<file path="config.mk">
export PLATFORM = sky130hd
export DESIGN_NAME = pipe_stage_elastic
export DESIGN_NICKNAME = d
export VERILOG_FILES = /design/src/rtl/pipe_pkg.sv /design/src/rtl/sat_counter.sv /design/src/rtl/pipe_stage_elastic.sv
export SDC_FILE = /design/constraint.sdc
export NUM_CORES = 1
export LEC_CHECK = 0
export BUFFER_PORTS_ARGS = -buffer_cell sky130_fd_sc_hd__buf_2
export CAP_MARGIN = 20
export CORE_MARGIN = 3
export CORE_UTILIZATION = 55
export CTS_BUF_LIST = sky130_fd_sc_hd__clkbuf_8
export CTS_CLUSTER_DIAMETER = 60
export DETAILED_ROUTE_END_ITERATION = 6
export GPL_TIMING_DRIVEN = 0
export MAX_ROUTING_LAYER = met4
export PLACE_DENSITY = 0.83
export SETUP_SLACK_MARGIN = 0.5
export SYNTH_ARGS = -nofsm -noshare
export SYNTH_HDL_FRONTEND = slang
export SYNTH_SLANG_ARGS = --single-unit
</file>
<file path="constraint.sdc">
create_clock -name clk -period 3.3 [get_ports clk]
set_clock_uncertainty 0.15 [all_clocks]
set_input_delay 0.66 -clock clk [delete_from_list [all_inputs] [get_ports clk]]
set_output_delay 0.66 -clock clk [all_outputs]
set_load 0.02 [all_outputs]
</file>
<file path="src/rtl/pipe_pkg.sv">
// Shared types and constants for elastic pipeline stages.
// Carries the EX/MEM field widths and the control-bit positions.
package pipe_pkg;

  typedef enum logic [1:0] {
    OCC_EMPTY = 2'd0,
    OCC_ONE   = 2'd1,
    OCC_TWO   = 2'd2
  } occ_e;

  localparam int unsigned EXMEM_DATA_W = 101;
  localparam int unsigned EXMEM_CTRL_W = 9;

  // EX/MEM control field layout: {zero, branch[1:0], jump[1:0], memr, memw, regw, mem2r}
  localparam int unsigned EXMEM_ZERO      = 8;
  localparam int unsigned EXMEM_BRANCH_HI = 7;
  localparam int unsigned EXMEM_BRANCH_LO = 6;
  localparam int unsigned EXMEM_JUMP_HI   = 5;
  localparam int unsigned EXMEM_JUMP_LO   = 4;
  localparam int unsigned EXMEM_MEMR      = 3;
  localparam int unsigned EXMEM_MEMW      = 2;
  localparam int unsigned EXMEM_REGW      = 1;
  localparam int unsigned EXMEM_MEM2R     = 0;

endpackage

</file>
<file path="src/rtl/sat_counter.sv">
// Saturating up-counter with asynchronous active-low clear.
module sat_counter #(
  parameter int unsigned CNT_W = 16
) (
  input  logic             clk_i,
  input  logic             rst_ni,
  input  logic             inc_i,
  output logic [CNT_W-1:0] cnt_o
);

  logic [CNT_W-1:0] cnt_q, cnt_d;

  always_comb begin
    cnt_d = cnt_q;
    if (inc_i && (cnt_q != '1)) cnt_d = cnt_q + CNT_W'(1);
  end

  always_ff @(posedge clk_i or negedge rst_ni) begin
    if (!rst_ni) cnt_q <= '0;
    else         cnt_q <= cnt_d;
  end

  assign cnt_o = cnt_q;

endmodule

</file>
<file path="src/rtl/pipe_stage_elastic.sv">
// Elastic pipeline stage: valid/ready handshake, optional 2-entry skid buffer,
// bubbles carry an all-zero control field, saturating stall-cycle counter.
module pipe_stage_elastic
  import pipe_pkg::*;
#(
  parameter int unsigned DATA_W = EXMEM_DATA_W,
  parameter int unsigned CTRL_W = EXMEM_CTRL_W,
  parameter bit          SKID   = 1'b1,
  parameter int unsigned CNT_W  = 16
) (
  input  logic              clk,
  input  logic              rst_n,
  input  logic              flush,
  input  logic              in_valid,
  output logic              in_ready,
  input  logic [DATA_W-1:0] in_data,
  input  logic [CTRL_W-1:0] in_ctrl,
  output logic              out_valid,
  input  logic              out_ready,
  output logic [DATA_W-1:0] out_data,
  output logic [CTRL_W-1:0] out_ctrl,
  output logic [1:0]        occ,
  output logic [CNT_W-1:0]  stall_cnt
);

  occ_e              occ_q, occ_d;
  logic [DATA_W-1:0] main_data_q, main_data_d;
  logic [CTRL_W-1:0] main_ctrl_q, main_ctrl_d;
  logic [DATA_W-1:0] skid_data_q, skid_data_d;
  logic [CTRL_W-1:0] skid_ctrl_q, skid_ctrl_d;
  logic              in_fire, out_fire;

  assign out_valid = (occ_q != OCC_EMPTY);
  assign out_data  = main_data_q;
  assign out_ctrl  = main_ctrl_q;
  assign occ       = occ_q;
  assign in_fire   = in_valid & in_ready;
  assign out_fire  = out_valid & out_ready;

  always_comb begin
    occ_d       = occ_q;
    main_data_d = main_data_q;
    main_ctrl_d = main_ctrl_q;
    skid_data_d = skid_data_q;
    skid_ctrl_d = skid_ctrl_q;
    unique case (occ_q)
      OCC_EMPTY: begin
        if (in_fire) begin
          main_data_d = in_data;
          main_ctrl_d = in_ctrl;
          occ_d       = OCC_ONE;
        end
      end
      OCC_ONE: begin
        if (in_fire && out_fire) begin
          main_data_d = in_data;
          main_ctrl_d = in_ctrl;
        end else if (in_fire && SKID) begin
          skid_data_d = in_data;
          skid_ctrl_d = in_ctrl;
          occ_d       = OCC_TWO;
        end else if (out_fire) begin
          main_ctrl_d = '0;
          occ_d       = OCC_EMPTY;
        end
      end
      OCC_TWO: begin
        if (out_fire) begin
          main_data_d = skid_data_q;
          main_ctrl_d = skid_ctrl_q;
          occ_d       = OCC_ONE;
        end
      end
      default: occ_d = OCC_EMPTY;
    endcase
    // Flush drops any entry (including a concurrent accept) but leaves data stale.
    if (flush) begin
      occ_d       = OCC_EMPTY;
      main_data_d = main_data_q;
      main_ctrl_d = '0;
      skid_data_d = skid_data_q;
      skid_ctrl_d = '0;
    end
  end

  always_ff @(posedge clk or negedge rst_n) begin
    if (!rst_n) begin
      occ_q       <= OCC_EMPTY;
      main_data_q <= '0;
      main_ctrl_q <= '0;
    end else begin
      occ_q       <= occ_d;
      main_data_q <= main_data_d;
      main_ctrl_q <= main_ctrl_d;
    end
  end

  generate
    if (SKID) begin : g_skid
      logic rdy_q;
      always_ff @(posedge clk or negedge rst_n) begin
        if (!rst_n) begin
          skid_data_q <= '0;
          skid_ctrl_q <= '0;
          rdy_q       <= 1'b0;
        end else begin
          skid_data_q <= skid_data_d;
          skid_ctrl_q <= skid_ctrl_d;
          rdy_q       <= (occ_d != OCC_TWO);
        end
      end
      assign in_ready = rdy_q;
    end else begin : g_noskid
      assign skid_data_q = '0;
      assign skid_ctrl_q = '0;
      assign in_ready    = rst_n & (~out_valid | out_ready);
    end
  endgenerate

  sat_counter #(.CNT_W(CNT_W)) u_stall_cnt (
    .clk_i  (clk),
    .rst_ni (rst_n),
    .inc_i  (out_valid & ~out_ready & ~flush),
    .cnt_o  (stall_cnt)
  );

endmodule

</file>
==> impl.org <==
** Outcome
- The flow ran to the end, and the final reports show no timing, DRC or antenna violations.

** Final layout
- Fill cells in the final layout number between 1,000 and 1,500.
- Layout Nets :: between 1,000 and 1,500
- Total non-filler cell area in the finished layout :: 0.0131 sq mm
- Cells fill between 60 and 70% of the core in the end.
- Cells with a size suffix above 1 make up 48.9% of the layout.
- The area growth from synthesis to layout is 22.5%.
- Leaving out filler cells and counting taps, the final layout contains 1,294.

** Worst setup path
- Among all stages on the critical path, the largest delay is contributed by a2111oi_4.
- End of the worst register-to-register path :: out_data[77]
- The critical path is of the reg -> reg type.
- Along the worst path, the maximum fanout reaches 10.
- Nature of the critical path startpoint :: flop
- Depth of the most critical reg-to-reg path :: 9
- STA classifies the critical path endpoint as a flop.
- Most common cell on crit path :: buf_12
- Ordered cell list for the critical path :: inv_1 -> ha_1 -> buf_2 -> nor2_2 -> nand2_2 -> a2111oi_4 -> buf_12 -> buf_12 -> mux2_1
- Required time at the endpoint of the critical path :: between 3 and 4 ns
- Biggest cell delay along the critical path :: 0.44 ns
- Startpoint of the most critical register-to-register path :: occ[0]
- Data on the critical path arrives at its endpoint at between 2 and 3 ns.
- For flop-to-flop paths, the worst setup slack is just under 0.7 ns.

** Yosys
- Predominant post-synthesis flop cell :: dfrtp_1
- Simple-gate share of the synthesized area :: 3.22%
- The number of nets in the synthesized netlist is roughly 840.
- After synthesis, the largest area contributor takes up 56.1% of total cell area.
- In this run, distinct cell masters in the synthesized netlist total 42.
- After Yosys synthesis, XOR and XNOR cells account for 0.986% of the synthesized area.
- After synthesis, the largest family of logic cells by area is multiplexers.
- The synthesized netlist devotes 0.587% of its cell area to adder and majority cells.
- By area the synthesized netlist is led by dfrtp_1 56%, mux2_2 18%, mux2_1 15%.
- Multiplexer cells account for roughly 32% of the synthesized area.
- Summing the areas of all compound-gate instances in the mapped netlist gives approximately 3.4% of the synthesized area.
- Counting every instance in the synthesized netlist gives just over 700.
- Count of yosys warnings during synthesis :: 0
- Sequential cells were found to cover between 50% and 60% of the synthesized design area.
- Biggest area consumer among synthesized cells :: dfrtp_1
- Mapped Avg Cell Area :: 14.8 sq um
- Syn Std Cell Area :: 0.0107 sq mm
- Fraction of synthesis flops using an asynchronous set or reset pin :: between 90% and 100%
- The synthesized design contains 0 enable-type register cells.
- Synthesis inferred 239 register bits.

** Timing
- Setup repair after global routing left no endpoint under its margin.
- Post-route setup slack :: 0.690 ns
- Maximum frequency from static timing analysis :: 383 MHz
- The max-slew violation count was 0.
- Of the available clock period, the critical path in the final layout requires between 70% and 80%.
- After layout, the minimum clock period comes to approximately 2.6 ns.
- Setup violations, final :: 0
- Tightest slew margin relative to the limit :: between 40% and 50%
- Least-Margin Pin Slew :: roughly 0.88 ns
- The hold violation total from the final report was 0.

** Placed design
- Cell Count Post-Placement :: 1,225
- Buffers added on ports :: approximately 240
- DPL Wire Length :: 16,100 microns
- Worst setup slack after placement :: around 0.26 ns
- Last weighted congestion value of the routability-driven placer :: just under 0.9
- Area after detailed placement :: approximately 0.012 sq mm

** Floorplanning
- The initialized floorplan defines 50 standard-cell rows.
- Die area :: approximately 0.021 sq mm
- Horizontal die dimension :: 145 microns
- Pin placement for this block handled 245 I/O pins.
- Once the floorplan was initialized, standard cells occupied around 56% of the core.
- The region available for standard cell placement spans about 0.019 sq mm.
- Die Y-Extent :: roughly 150 microns

** GRT
- Total routing resource utilization after global routing :: roughly 22%
- After global routing the overflow that remains totals 0.
- The first global-routing pass estimated 38,000 microns of wire.
- Maximum number of pins on one net before global-route repair :: around 120
- The number of global-route vias before repair is about 7,700.
- The initial antenna violation count came to 4.

** Route
- Via-to-Cell Ratio :: around 5.4
- Post-route ant nets :: 0
- The detailed router finished its first iteration with roughly 240 violations.
- DRT Wirelength :: 22,700 microns
- Router iterations before antenna repair :: 4
- For this block, the via count after detailed routing is roughly 7,000.
- DRC Markers :: 0
- Routed wire per std cell :: about 18 microns

** Pwr
- Post-route total power :: approximately 10,000 uW
- The analysis attributes to cell leakage a power of around 0.0060 uW.
- Max IR drop VDD :: about 0.47 mV
- Dividing total power by cell area gives a power density of roughly 770 mW/mm^2.

** Clock tree
- Post-CTS Repair Setup Buffers :: 0
- Count of hold-fix buffers inserted at cts :: 0
- The clock drives roughly 240 sinks.
- The H-tree was split into 2 levels.
- TritonCTS built the clock tree.
- Library cell used as clock root buffer :: clkbuf_8
- Number of CTS-inserted buffers :: 40
- The longest clock path from root to sink contains 3 buffers.
- CTS clk-pin slew, worst paths :: about 0.06 ns
- Worst skew pair latency :: roughly 0.52 ns

** Worst hold path
- Hold crit path type :: in -> async

** Run
- The tool flagged a number of max-cap violations equal to 0.
critical path: cells and delay by family (launching register included):
| family | cells | cell delay, ns |
|---|---|---|
| simple gates | 2 | 0.24 |
| compound gates | 1 | 0.44 |
| buf+inv | 4 | 0.68 |
| mux | 1 | 0.33 |
| flops | 1 | 0.42 |
| fa+ha+maj | 1 | 0.20 |
cells in the mapped netlist (2+ instances only):
master       n
dfrtp_1    239
mux2_2     167
mux2_1     138
nand2_1     23
clkbuf_1    16
a21oi_1     13
nor2_1      13
buf_4       10
o2bb2ai_1   10
a32oi_1      9
buf_12       9
nor3_1       9
nand3_1      8
xnor2_1      6
xor2_1       6
buf_2        5
ha_1         5
nand4_1      5
inv_1        4
or3_1        3
nand2b_1     2
o21bai_1     2
how the worst max path moves through the flow:
stage          slack, ns               to  cells past startpoint   start
5_1_grt             0.55  skid_data_q[37]                      9  occ[0]
4_1_cts             0.51     out_data[77]                      9  occ[0]
3_3_place_gp       -2.81  skid_data_q[84]                      1   rst_n
2_1_floorplan       0.74      out_data[0]                      9  occ[0]
3_5_place_dp        0.26      out_data[8]                      7  occ[0]
6_report            0.69     out_data[77]                      9  occ[0]
per-stage QoR:
step	setup TNS [ns]	hold WS [ns]
floorplan	0	0.214
global placement	-666.45	0.311
detailed placement	0	0.318
CTS	0	0.0890
global route	0	0.115
finish	0	0.0673
layer usage:
metal  vias up  routed length (microns)  GRT usage (%)  share of wire, %
met5         -                        0              -                 0
met4         0                      505           6.51               2.2
met3        47                     2110           7.46               9.3
met2       269                    10700           35.7                47
met1      3478                     9390           27.7                41
li1       3193                        -              -                 -
kinds of logic after synthesis:
| logic type | count (synthesis) |
|---|---|
| multiplexers | 305 |
| XOR/XNOR | 12 |
| AND/OR/NAND/NOR | 71 |
| AO/OA/AOI/OAI | 44 |
| buffers and inverters | 46 |
| adder cells (fa/ha/maj) | 5 |
| flip-flops | 239 |
flip-flops by register name (all words and copies together), names as in the netlist:
| signal | count |
|---|---|
| in_ready | 1 |
| u_stall_cnt.cnt_o | 16 |
| skid_data_q | 101 |
| out_ctrl | 9 |
| skid_ctrl_q | 9 |
| occ | 2 |
| out_data | 101 |
power breakdown:
part	internal, uW	switching, uW
clock	1450	1110
combinational	1330	1560
sequential	4040	550
placed cells by master, fill, tap and decap left out, types with 8 or more instances in the layout:
cell and instances:
buf_2 246, dfrtp_1 237, mux2_2 167, mux2_1 138
clkbuf_8 51, nand2_1 23, inv_1 15, a21oi_1 13
clkbuf_1 11, buf_4 11, nor2_1 11, o2bb2ai_1 10
buf_12 10, nor3_1 9, a32oi_1 9, nand3_1 8
timing repair:
action	CTS	global route
endpoints found under the hold margin	0	0
endpoints found under the setup margin	102	190
pin swaps	0	1
resized for setup	6	10
layout make-up:
class / count / area [sq um] / share of cell area (%)
antenna: 4 / 10.0 / 0.0766
sequential: 239 / 5980 / 45.8
buffer: 42 / 374 / 2.86
inverter: 4 / 15.0 / 0.115
clock inverter: 14 / 81.3 / 0.623
tap: 260 / 325 / 2.49
timing repair buffer: 243 / 1250 / 9.56
clock buffer: 51 / 702 / 5.37
multi-input combinational: 437 / 4320 / 33.1
Power figures use the tool's default switching activity.
